### src/rtl/cordic_hyp_vectoring.sv
// Iterative hyperbolic CORDIC in vectoring mode: drives y to zero, returning
// z = atanh(y/x) and the gain-scaled magnitude K*sqrt(x^2-y^2), one micro-rotation per clock.
module cordic_hyp_vectoring #(
    parameter int WIDTH = 16,
    parameter int FRAC  = 12
) (
    input  logic                    clk,
    input  logic                    reset,
    input  logic                    start,
    input  logic signed [WIDTH-1:0] x_in,
    input  logic signed [WIDTH-1:0] y_in,
    output logic                    busy,
    output logic                    done,
    output logic                    err,
    output logic signed [WIDTH-1:0] x_out,
    output logic signed [WIDTH-1:0] z_out
);

    typedef enum logic [1:0] {
        ST_IDLE = 2'd0,
        ST_RUN  = 2'd1,
        ST_FIN  = 2'd2
    } state_t;

    localparam logic [3:0] K_LAST   = 4'd12;
    // The angle table is scaled for Q.12; any other scaling reports every operation as an error.
    localparam logic       TABLE_OK = (FRAC == 12);

    state_t                  state_q;
    logic [3:0]              k_q;
    logic signed [WIDTH-1:0] x_q;
    logic signed [WIDTH-1:0] y_q;
    logic signed [WIDTH-1:0] z_q;
    logic                    err_pend_q;
    logic                    busy_q;
    logic                    done_q;
    logic                    err_q;
    logic signed [WIDTH-1:0] x_out_q;
    logic signed [WIDTH-1:0] z_out_q;

    logic [3:0]              shift_s;
    logic signed [WIDTH-1:0] t_s;
    logic signed [WIDTH-1:0] x_sh_s;
    logic signed [WIDTH-1:0] y_sh_s;
    logic signed [WIDTH-1:0] x_d;
    logic signed [WIDTH-1:0] y_d;
    logic signed [WIDTH-1:0] z_d;
    logic signed [WIDTH:0]   x_ext_s;
    logic signed [WIDTH:0]   y_ext_s;
    logic signed [WIDTH:0]   y_neg_s;
    logic                    domain_bad_s;

    function automatic logic [3:0] shift_of(input logic [3:0] k);
        if (k < 4'd4) begin
            return k + 4'd1;
        end else begin
            return k;
        end
    endfunction

    function automatic logic signed [WIDTH-1:0] atanh_t(input logic [3:0] s);
        case (s)
            4'd1:    return WIDTH'(16'sd2250);
            4'd2:    return WIDTH'(16'sd1046);
            4'd3:    return WIDTH'(16'sd515);
            4'd4:    return WIDTH'(16'sd256);
            4'd5:    return WIDTH'(16'sd128);
            4'd6:    return WIDTH'(16'sd64);
            4'd7:    return WIDTH'(16'sd32);
            4'd8:    return WIDTH'(16'sd16);
            4'd9:    return WIDTH'(16'sd8);
            4'd10:   return WIDTH'(16'sd4);
            4'd11:   return WIDTH'(16'sd2);
            4'd12:   return WIDTH'(16'sd1);
            default: return '0;
        endcase
    endfunction

    // Domain check on the live operands, one bit wider so |y| of the most negative value is exact.
    always_comb begin
        x_ext_s      = {x_in[WIDTH-1], x_in};
        y_ext_s      = {y_in[WIDTH-1], y_in};
        y_neg_s      = -y_ext_s;
        domain_bad_s = x_in[WIDTH-1] | (x_in == '0) | (y_ext_s >= x_ext_s)
                     | (y_neg_s >= x_ext_s) | ~TABLE_OK;
    end

    // One micro-rotation from the current state; the sign of y picks the direction.
    always_comb begin
        shift_s = shift_of(k_q);
        t_s     = atanh_t(shift_s);
        x_sh_s  = x_q >>> shift_s;
        y_sh_s  = y_q >>> shift_s;
        if (!y_q[WIDTH-1]) begin
            x_d = x_q - y_sh_s;
            y_d = y_q - x_sh_s;
            z_d = z_q + t_s;
        end else begin
            x_d = x_q + y_sh_s;
            y_d = y_q + x_sh_s;
            z_d = z_q - t_s;
        end
    end

    // Control FSM with datapath and registered outputs.
    always_ff @(posedge clk or posedge reset) begin
        if (reset) begin
            state_q    <= ST_IDLE;
            k_q        <= 4'd0;
            x_q        <= '0;
            y_q        <= '0;
            z_q        <= '0;
            err_pend_q <= 1'b0;
            busy_q     <= 1'b0;
            done_q     <= 1'b0;
            err_q      <= 1'b0;
            x_out_q    <= '0;
            z_out_q    <= '0;
        end else begin
            case (state_q)
                ST_IDLE: begin
                    done_q <= 1'b0;
                    if (start) begin
                        busy_q <= 1'b1;
                        if (domain_bad_s) begin
                            err_pend_q <= 1'b1;
                            state_q    <= ST_FIN;
                        end else begin
                            err_pend_q <= 1'b0;
                            x_q        <= x_in;
                            y_q        <= y_in;
                            z_q        <= '0;
                            k_q        <= 4'd0;
                            state_q    <= ST_RUN;
                        end
                    end else begin
                        busy_q <= 1'b0;
                    end
                end
                ST_RUN: begin
                    x_q <= x_d;
                    y_q <= y_d;
                    z_q <= z_d;
                    if (k_q == K_LAST) begin
                        state_q <= ST_FIN;
                    end else begin
                        k_q <= k_q + 4'd1;
                    end
                end
                ST_FIN: begin
                    if (err_pend_q) begin
                        x_out_q <= '0;
                        z_out_q <= '0;
                        err_q   <= 1'b1;
                    end else begin
                        x_out_q <= x_q;
                        z_out_q <= z_q;
                        err_q   <= 1'b0;
                    end
                    done_q  <= 1'b1;
                    busy_q  <= 1'b0;
                    k_q     <= 4'd0;
                    state_q <= ST_IDLE;
                end
                default: begin
                    state_q <= ST_IDLE;
                    busy_q  <= 1'b0;
                    done_q  <= 1'b0;
                end
            endcase
        end
    end

    assign busy  = busy_q;
    assign done  = done_q;
    assign err   = err_q;
    assign x_out = x_out_q;
    assign z_out = z_out_q;

endmodule

### config.mk
export PLATFORM = sky130hd
export DESIGN_NAME = cordic_hyp_vectoring
export DESIGN_NICKNAME = d
export VERILOG_FILES = /design/src/rtl/cordic_hyp_vectoring.sv
export SDC_FILE = /design/constraint.sdc
export NUM_CORES = 1
export LEC_CHECK = 0
export CORE_ASPECT_RATIO = 0.75
export CORE_MARGIN = 3
export CORE_UTILIZATION = 65
export DETAILED_ROUTE_END_ITERATION = 12
export GPL_ROUTABILITY_DRIVEN = 0
export PLACE_DENSITY = 0.89
export SLEW_MARGIN = 15
export SYNTH_ARGS = -nofsm -noshare
export SYNTH_HDL_FRONTEND = slang
export SYNTH_SLANG_ARGS = --single-unit
### constraint.sdc
create_clock -name clk -period 9 [get_ports clk]
set_input_delay 1.35 -clock clk [delete_from_list [all_inputs] [get_ports clk]]
set_output_delay 1.35 -clock clk [all_outputs]
set_load 0.02 [all_outputs]
==> results.json <==
{
  "grt_max_degree": 67,
  "critical_path.slowest_cell": "dfrtp_1",
  "antenna_cells": 0,
  "whs_endpoint": "x_out[14]",
  "die-area_sq_um": 16500,
  "ys_seq_area_share_pct": 23.14,
  "cp_max_fo": 36,
  "syn_area_per_cell_sq_um": 7.659,
  "dr.first_iter.drc_count": 1503,
  "via_per_inst": 6.827,
  "io_pins": 70,
  "multi_input_area_sq_um": 7019,
  "async_flop_share_pct": 100.0,
  "p_int_uw": 2301,
  "nNetsFinal": 1417,
  "final_core_util_pct": 73.96,
  "synth_seq_cells": 90,
  "timing.rr.end": "x_q[15]",
  "seqCellArea_sq_um": 2253,
  "power_density_nw_per_um2": 458.3,
  "antenna_found_initial": 1,
  "finalCritPeriodShare_pct": 76.12,
  "synth-edff-count": 0,
  "cp.required_ns": 9.25,
  "max-slew-margin-rel_pct": 25.47,
  "crit_buf_inv": 1,
  "finalHoldViolCount": 0,
  "path_class": "flip-flop to flip-flop",
  "htree_levels": 3,
  "synth_top_area_share_pct": 23.14,
  "grt_overflow": 0,
  "cts_setup_buffers": 0,
  "power_uw": 4931,
  "min_path_type": "flip-flop to flip-flop",
  "fillerInstances": 1116,
  "cp_slowest_stage_delay_ns": 0.89,
  "rsz0062_at_grt": "false",
  "slew_violations": 0,
  "synth_area_leaders": "dfrtp_1 23%, ha_1 12%, o21ai_0 6.5%",
  "power_frac_comb_pct": 76.2,
  "hold_path_depth": 2,
  "grt_pass1_vias": 9508,
  "cellLeakagePower_uw": 0.004613,
  "rr_worst_depth": 20,
  "core.rowCount": 38,
  "drtAntennaViolNets": 0,
  "cts.sinks": 90,
  "ys_types": 81,
  "r2r_slack_ns": 2.15,
  "cts_tree": "done",
  "synthCells": 1271,
  "cpMostUsedCell": "a21oi_1",
  "drive_above_1_share_pct": 5.104,
  "setup_violations": 0,
  "worst_slew_pin_slew_ns": 1.118,
  "ys_top_cells_by_count": "144 x nand2_1, 126 x o21ai_0, 108 x nor2_1, 95 x a21oi_1, 91 x ha_1",
  "pwr-share-clk_pct": 7.8,
  "maxCapViolCount": 0,
  "switchingPower_uw": 2631,
  "firstDrtPassIters": 6,
  "seqPwrFrac_pct": 15.9,
  "drc": 0,
  "cts_resized": 0,
  "syn_area_sq_um": 9734,
  "wl_per_cell_microns": 20.33,
  "yosysMostFrequentCell": "nand2_1",
  "ys_warn_count": 0,
  "routed_wl_microns": 30360,
  "via_count": 10190,
  "status": "complete, no violations",
  "synth_top_area_cell": "dfrtp_1",
  "dp_hpwl_microns": 22390,
  "clockRootBuffer": "clkbuf_16",
  "start_kind": "flip-flop",
  "syn_nets": 1400,
  "cts_max_path_buffers": 2,
  "cts_buffers": 9,
  "initial_core_util_pct": 66.91,
  "fp.dieH_microns": 112.0,
  "area_delta_synth_final_pct": 10.54,
  "worstPathCellList": "inv_1 > ha_1 > mux2_2 > o211ai_1 > a41oi_1 > o221ai_1 > a211oi_1 > nand4b_1 > o311ai_0 > a21oi_1 > a21oi_1 > ha_1 > nand3_1 > o31ai_1 > nand3_1 > a21oi_1 > a211o_1 > or3b_1 > and4_1 > a211o_1",
  "grtUsageTotal_pct": 36.34,
  "tns_ns": 0,
  "core_area_sq_um": 14550,
  "min_from": "x_out[14]",
  "ctsHoldBuffers": 0,
  "fmax_ghz": 0.1460,
  "min_period_ns": 6.850,
  "reg2reg_from": "k_q[0]",
  "ir_worst_vdd_v": 0.0002869,
  "cp.arrival_ns": 7.10,
  "ys.flop_type": "dfrtp_1",
  "io_buffers": 69,
  "clock_latency_ns": 0.36,
  "die_w_microns": 147.3,
  "critPathTopFamily": "compound AO/OA/AOI/OAI gates",
  "path_clk_slew_ns": 0.07,
  "grt_pass1_wl_microns": 49010,
  "clock_skew_ns": 0.006748,
  "end_kind": "flip-flop",
  "power.share.switching_pct": 53.35
}
-- stage by stage --
step,hold WS (ns),std cells,cell area [sq um],worst slack (ns)
after floorplan,0.4788,1271,9734,3.482
after global placement,0.4608,1477,10460,2.615
after detailed placement,0.4732,1477,10460,2.352
after CTS,0.4900,1493,10760,2.295
after global routing,0.5175,1493,10760,1.476
final,0.4796,1493,10760,2.150
-- kinds of logic after synthesis --
kind of cell	synth area share (%)
and+or+nand+nor	22.01
adders and majority gates	12.42
xor gates and xnor gates	6.838
muxes	4.769
DFF	23.14
buffers and inverters	4.961
AOI/OAI and AO/OA	25.87
-- cell usage in the layout, fill, tap and decap left out, types with 12 or more instances in the layout --
cell type        Yosys  layout
o211ai_1            17      17
a21o_1              20      20
nand3_1             54      54
mux2_2              13      13
inv_1               47      46
a31oi_1             24      24
xnor2_1             53      53
a211oi_1            16      16
nor2b_1             12      12
dfrtp_1             90      89
o21ai_0            126     126
a21oi_1             95      95
ha_1                91      91
and2_1              13      13
nor2_1             108     107
nand2_1            144     143
nor3_1              23      23
xor2_1              23      23
clkdlybuf4s50_1      0      69
mux2i_1             25      24
nand2b_1            39      38
-- worst max path at each step --
stage                    to   start  slack (ns)  cells past startpoint
finish              x_q[15]  k_q[0]        2.15                     20
CTS                 x_q[15]  k_q[0]        2.30                     20
floorplan           z_q[15]  k_q[0]        3.48                     29
detailed placement  x_q[15]  k_q[0]        2.35                     20
global route        x_q[15]  k_q[0]        1.48                     20
global placement    x_q[15]  k_q[0]        2.62                     20
-- state kept, by name (all words and copies together) (netlist names) --
signal and cells:
z_out 16, state_q 2, x_out 16, k_q 4, done 1, busy 1
z_q 16, x_q 16, err 1, y_q 16, err_pend_q 1
-- layout make-up --
class | instances | share of cell area (%)
Clock buffer | 9 | 2.093
Inverter | 47 | 1.651
Timing Repair Buffer | 78 | 7.047
Multi-Input combinational cell | 1062 | 65.23
Clock inverter | 7 | 0.7093
Sequential cell | 90 | 20.94
Tap cell | 200 | 2.326
-- power groups by stage --
| stage | registers [uW] | logic, uW | clock network [uW] |
|---|---|---|---|
| floorplan | 669 | 2840 | 0 |
| global placement | 760 | 3460 | 0 |
| detailed placement | 763 | 3580 | 0 |
| CTS | 757 | 3640 | 388 |
| global route | 787 | 4100 | 405 |
| finish | 786 | 3760 | 385 |
-- layer usage --
metal	track usage, %	part of all wire (%)
met4	11.67	3.4
met2	52.21	41
met3	11.92	14
met1	51.94	42
met5	0	0.043
-- worst register-to-register path: stages, from the launching register on --
cell and delay [ns]:
dfrtp_1 0.89, inv_1 0.29, ha_1 0.46, mux2_2 0.69, o211ai_1 0.31, a41oi_1 0.30, o221ai_1 0.20, a211oi_1 0.57
nand4b_1 0.33, o311ai_0 0.39, a21oi_1 0.12, a21oi_1 0.24, ha_1 0.22, nand3_1 0.09, o31ai_1 0.39, nand3_1 0.15
a21oi_1 0.20, a211o_1 0.14, or3b_1 0.36, and4_1 0.20, a211o_1 0.22
Power figures use the tool's default switching activity.
